[config.mk]
export PLATFORM = sky130hd
export DESIGN_NAME = idli_sqi_m
export DESIGN_NICKNAME = d
export VERILOG_FILES = /design/src/rtl/idli_sqi_m.sv
export SDC_FILE = /design/constraint.sdc
export NUM_CORES = 1
export LEC_CHECK = 0
export CAP_MARGIN = 20
export CELL_PAD_IN_SITES_DETAIL_PLACEMENT = 0
export CELL_PAD_IN_SITES_GLOBAL_PLACEMENT = 1
export CORE_ASPECT_RATIO = 1.4
export CORE_MARGIN = 10
export CORE_UTILIZATION = 29
export CTS_CLUSTER_SIZE = 25
export DETAILED_ROUTE_END_ITERATION = 7
export PLACE_DENSITY = 0.74
export SETUP_SLACK_MARGIN = 0.15
export SLEW_MARGIN = 20
export SYNTH_ARGS = -nofsm -noshare
export SYNTH_HDL_FRONTEND = slang
export SYNTH_SLANG_ARGS = --single-unit
[constraint.sdc]
create_clock -name i_sqi_gck -period 5.45 [get_ports i_sqi_gck]
set_clock_uncertainty 0.05 [all_clocks]
set_input_delay 1.3625 -clock i_sqi_gck [delete_from_list [all_inputs] [get_ports i_sqi_gck]]
set_output_delay 1.3625 -clock i_sqi_gck [all_outputs]
set_load 0.05 [all_outputs]
[src/rtl/idli_sqi_m.sv]
`default_nettype none
// ============================================================================
// idli_sqi_m : SQI (quad-SPI) master moving one 16-bit word per request.
// Revision  : 1.0
// ============================================================================
module idli_sqi_m (
   input  logic        i_sqi_gck,
   input  logic        i_sqi_rst_n,
   input  logic        i_sqi_req,
   input  logic        i_sqi_wr,
   input  logic [15:0] i_sqi_addr,
   output logic        o_sqi_ack,
   input  logic [3:0]  i_sqi_wr_data,
   output logic [3:0]  o_sqi_rd_data,
   output logic        o_sqi_data_vld,
   output logic        o_sqi_done,
   output logic        o_sqi_cs_n,
   output logic        o_sqi_sck_en,
   output logic [3:0]  o_sqi_sio_out,
   output logic        o_sqi_sio_oe,
   input  logic [3:0]  i_sqi_sio_in
);

   typedef enum logic [2:0] {
      S_IDLE  = 3'd0,
      S_CMD   = 3'd1,
      S_ADDR  = 3'd2,
      S_DUMMY = 3'd3,
      S_DATA  = 3'd4
   } state_t;

   localparam logic [3:0] C_CMD_RD = 4'h3;
   localparam logic [3:0] C_CMD_WR = 4'h2;

   state_t      state, state_nxt;
   logic [1:0]  cnt, cnt_nxt;
   logic        wr_q;
   logic [15:0] addr_q;
   logic [3:0]  addr_nib;

   always_ff @(posedge i_sqi_gck or negedge i_sqi_rst_n) begin
      if (!i_sqi_rst_n) begin
         state  <= S_IDLE;
         cnt    <= 2'd0;
         wr_q   <= 1'b0;
         addr_q <= 16'h0000;
      end else begin
         state <= state_nxt;
         cnt   <= cnt_nxt;
         if (state == S_IDLE && i_sqi_req) begin
            wr_q   <= i_sqi_wr;
            addr_q <= i_sqi_addr;
         end
      end
   end

   // Address goes out most-significant nibble first.
   always_comb begin
      addr_nib = 4'h0;
      case (cnt)
         2'd0:    addr_nib = addr_q[15:12];
         2'd1:    addr_nib = addr_q[11:8];
         2'd2:    addr_nib = addr_q[7:4];
         default: addr_nib = addr_q[3:0];
      endcase
   end

   always_comb begin
      state_nxt      = state;
      cnt_nxt        = cnt + 2'd1;
      o_sqi_ack      = 1'b0;
      o_sqi_rd_data  = 4'h0;
      o_sqi_data_vld = 1'b0;
      o_sqi_done     = 1'b0;
      o_sqi_cs_n     = 1'b0;
      o_sqi_sio_out  = 4'h0;
      o_sqi_sio_oe   = 1'b0;
      case (state)
         S_IDLE: begin
            cnt_nxt    = 2'd0;
            o_sqi_cs_n = 1'b1;
            // Gated by reset so ack stays low while reset is held.
            o_sqi_ack  = i_sqi_req & i_sqi_rst_n;
            if (i_sqi_req) state_nxt = S_CMD;
         end
         S_CMD: begin
            o_sqi_sio_oe  = 1'b1;
            o_sqi_sio_out = (cnt == 2'd0) ? 4'h0 : (wr_q ? C_CMD_WR : C_CMD_RD);
            if (cnt == 2'd1) begin
               state_nxt = S_ADDR;
               cnt_nxt   = 2'd0;
            end
         end
         S_ADDR: begin
            o_sqi_sio_oe  = 1'b1;
            o_sqi_sio_out = addr_nib;
            if (cnt == 2'd3) begin
               state_nxt = wr_q ? S_DATA : S_DUMMY;
               cnt_nxt   = 2'd0;
            end
         end
         S_DUMMY: begin
            if (cnt == 2'd1) begin
               state_nxt = S_DATA;
               cnt_nxt   = 2'd0;
            end
         end
         S_DATA: begin
            o_sqi_data_vld = 1'b1;
            if (wr_q) begin
               o_sqi_sio_oe  = 1'b1;
               o_sqi_sio_out = i_sqi_wr_data;
            end else begin
               o_sqi_rd_data = i_sqi_sio_in;
            end
            if (cnt == 2'd3) begin
               o_sqi_done = 1'b1;
               state_nxt  = S_IDLE;
               cnt_nxt    = 2'd0;
            end
         end
         default: begin
            state_nxt  = S_IDLE;
            cnt_nxt    = 2'd0;
            o_sqi_cs_n = 1'b1;
         end
      endcase
   end

   assign o_sqi_sck_en = ~o_sqi_cs_n;

endmodule
`default_nettype wire

# After elaboration in Yosys (flattened, before gate mapping)
# Cells that the tools add are included.
# word_totals
ff_bits	22
output_inout_bits	14
word_cells	50
# classes
add_sub_neg	1
eq_ne	12
n_mux	24
bitwise	1
reduce_logical	8
# ops
cell	count
case mux 4 bit (3 select lines)	2
2-to-1 mux 3 bit	6
case mux 3 bit (5 select lines)	1
2-to-1 mux 4 bit	3
!= test 2 bit (second input constant)	5
2-to-1 mux 1 bit	7
== test 3 x 2 -> 1 bit (second input constant)	2
2-to-1 mux 2 bit	3
OR reduction 2 bit	3
AND reduction 5 bit	1
== test 2 bit (second input constant)	2
case mux 2 bit (2 select lines)	1
OR reduction 4 bit	1
== test 3 x 1 -> 1 bit (second input constant)	1
== test 3 bit (second input constant)	1
zero test 3 bit	1
adder 2 x 1 -> 2 bit (second input constant)	1
== test 2 x 1 -> 1 bit (second input constant)	1
zero test 2 bit	1
case mux 1 bit (2 select lines)	1
AND 1 bit	1
logical AND 1 bit	1

# Logic depth before layout (Yosys ltp)
# logic_depth
word_depth	3
ltp_mapped	6
ltp_nobuf	5

# Least setup slack after synthesis
# Ideal clock, no wire load.
# synth_timing
kind	input port to output port
start	in i_sqi_req
end	out o_sqi_ack
t_arrival_ns	2.295
t_required_ns	4.038
setup_slack_ns	1.742
cell_stages	4
path_buffers	2
path_cell_list	nor4b_2 -> buf_4 -> buf_12 -> and2_1
# synth_between
elab_chain_len	2
# synth_lines
element	line	source
from (decl)	9	input logic i_sqi_req,
AND 1 bit	83	o_sqi_ack = i_sqi_req & i_sqi_rst_n;
2-to-1 mux 1 bit	78	case (state)
to (decl)	12	output logic o_sqi_ack,
# No other way between the ends.

# Worst setup path after layout
# Ends and elaborated chain as after synthesis.

==> impl_results.md <==
- Status: finished clean
- Final Instance Area: 1774 um2
- Fin util: 0.4185
- Post-DP HPWL: 2592 um
- Ranking of synthesized cells by area: dfrtp_1, mux2_4, mux2_2, ha_1, nor2b_1
- Core ar.: around 4200 um2
- Num ports: 42
- RePlAce Congestion: 0.8126
- Startpoint types: primary input
- Largest net degree at the start of global routing: 23
- Number of synthesized register bits: 22
- Clk sinks: 22
- Fin. max-slew vios: 0
- Fin Hold WS: 0.4599 ns
- Hold bufs inserted after CTS: 0
- Root buf cell: clkbuf_8
- Worst-Skew Late Latency: 0.26 ns
- Sw Share: 0.4402
- Total power: 1.015 mW
- Worst Setup SP: i_sqi_req
- Wirelength per Cell: 15.59 um
- Initial DRC Count: 120
- Number of synthesized flops with an enable pin: 0
- GRT Residual Overflow: 0
- Die height: 98.46 um
- Netlist Area Pre-Place: 1275 um2
- First-pass GRT wire length: 5492 um
- Worst vdd ir: 170.9 uV
- HP Class: reg2reg
- CP Capture Type: output port
- Max Cap Viol: 0
- H-Tree Depth: 1
- Reg power frac: 0.324
- # Post-CTS Setup Buffers: 0
- Fin nets: ~190
- TritonCTS buffer count: 3
- Syn. warnings: 0
- Die ar.: 7487 um2
- Ys async rst share: 1.000
- Crit Path Max Fanout: 2
- Combinational fraction of design power: 0.579
- Setup violations, final: 0
- Antenna Diode Count: 0
- TritonRoute pass-1 iters: 4
- Vias in the first global route: 1087
- # resized after CTS: 0
- Setup TNS: 0 ns
- Main flop type after synthesis: dfrtp_1
- TritonCTS clock tree: built
- Clock tree buffer depth: 2
- Routed Antenna Nets: 0
- Initial antenna violation count: 0
- Final WL: ~3300 um
- Post-synth top area share: 0.4318
- Critical path class: in2out
- Rel. slew slack: 0.6608
- DRC viols: 0
- Placed Area: 1733 um2
- Post-route minimum period: 4.474 ns
- Tot GR Track Use: 0.08999
- Worst reg2reg startpoint: state[0]
- Row Count: 28
- Reg area: 550.5 um2
- I/O Buffers: 41
- Post-synth top area cell: dfrtp_1
- Worst Path Required: 4.04 ns
- Hold path start: addr_q[2]
- Critical path arrival: 3.06 ns
- Via count: 1009
- Syn avg cell area: 11.49 um2
- Via density: 4.805
- Worst-path clk slew: roughly 0.070 ns
- Post-Synthesis Cells: approximately 110
- Register area share after synthesis: 0.4318
- Leakage power: 0.7459 nW
- Die Wd: 76.04 um
- PwrDens: 572.0 nW/um2
- Share of cells above drive strength 1: 0.1600
- Internal Power: 568.1 uW
- Syn Nets: 144
- Worst slew pin tran: between 0.5 and 0.6 ns
- Post-route clock period utilization: 0.8209
- Max Fclk: 0.2235 GHz
- RSZ-0062 raised after global routing: false
- Syn-to-layout area delta: 39.16%
- Clock network fraction of design power: 0.097
- Switching pwr: between 400 and 500 uW
- Post-synth cell types: 33
- Multi-input logic area: 651.9 um2
- Final hold vios: 0
- Fillers: 432
- Initial core utilization: 0.3008
==> logic make-up after synthesis <==
kind of cell / Yosys count / synth area share
fa+ha+maj: 5 / 0.04907
simple gates: 30 / 0.1462
xor+xnor: 1 / 0.006871
mux: 18 / 0.1776
flops: 22 / 0.4318
buf+inv: 15 / 0.06379
compound gates: 20 / 0.1246
==> cells in the mapped netlist (2+ instances only) <==
cell type,n
dfrtp_1,22
mux2_2,9
inv_1,8
mux2_4,7
nor2b_1,7
and2_1,5
ha_1,5
nor2_1,5
a222oi_1,4
a22o_1,4
buf_2,4
nand2b_1,3
a21oi_1,2
a22oi_1,2
and3_1,2
mux2i_1,2
nand2_1,2
o21ai_0,2
o32ai_1,2
==> routing by layer <==
layer | track usage | vias up | wire length [um]
li1 | - | 474 | -
met1 | 0.09542 | 494 | 1255
met2 | 0.1562 | 35 | 1721
met3 | 0.02545 | 6 | 224
met4 | 0.05117 | 0 | 71
met5 | 0 | - | 0
==> power groups by stage <==
| stage | sequential [mW] | combinational, mW | clock, mW |
|---|---|---|---|
| 6_report | 0.329 | 0.587 | 0.0984 |
| 5_1_grt | 0.344 | 0.636 | 0.108 |
| 4_1_cts | 0.328 | 0.595 | 0.103 |
| 3_5_place_dp | 0.331 | 0.593 | 0 |
| 3_3_place_gp | 0.326 | 0.582 | 0 |
| 2_1_floorplan | 0.288 | 0.467 | 0 |
==> cell type report <==
cell class              count  share of cell area
multi-input cells          74              0.3674
repair buffers             43              0.2398
well taps                  60             0.04231
inverters                   8             0.01693
clock buffers               3             0.02327
flip-flops and latches     22              0.3103
==> path summary, 6_finish.rpt <==
check,end,slack [ns],cells past startpoint
setup / recovery,o_sqi_ack,0.98,4
hold / removal,addr_q[2],0.46,1
setup reg to reg,addr_q[6],3.72,3
hold reg to reg,addr_q[2],0.46,1
max in group asynchronous,state[2],3.69,2
min in group asynchronous,wr_q,1.43,2
==> cells in the final DEF, fill, tap and decap left out, types with 2 or more instances in the layout <==
cell             count
a22o_1               4
nor2_1               5
nand2_1              2
buf_4                2
nand2b_1             3
dfrtp_1             22
mux2_2               9
clkbuf_8             3
and2_1               5
a22oi_1              2
a21oi_1              2
mux2i_1              2
ha_1                 5
clkdlybuf4s50_1     41
nor2b_1              7
o21ai_0              2
mux2_4               7
o32ai_1              2
and3_1               2
inv_1                8
a222oi_1             4
==> worst max-delay path, cell delays in order <==
cell	delay, ns
clkdlybuf4s50_1	0.49
nor4b_4	0.21
and2_1	0.18
clkdlybuf4s50_1	0.81
==> flip-flops by register name (all words and copies together), names as in the netlist <==
name    cells
wr_q        1
cnt         2
addr_q     16
state       3
==> metrics by stage <==
step                setup WS [ns]  instances
floorplan                   1.742        111
global placement           0.9677        207
detailed placement         0.9719        207
CTS                        0.9539        210
global route               0.9156        210
finish                     0.9762        210
(Power assumes the default switching activity.)
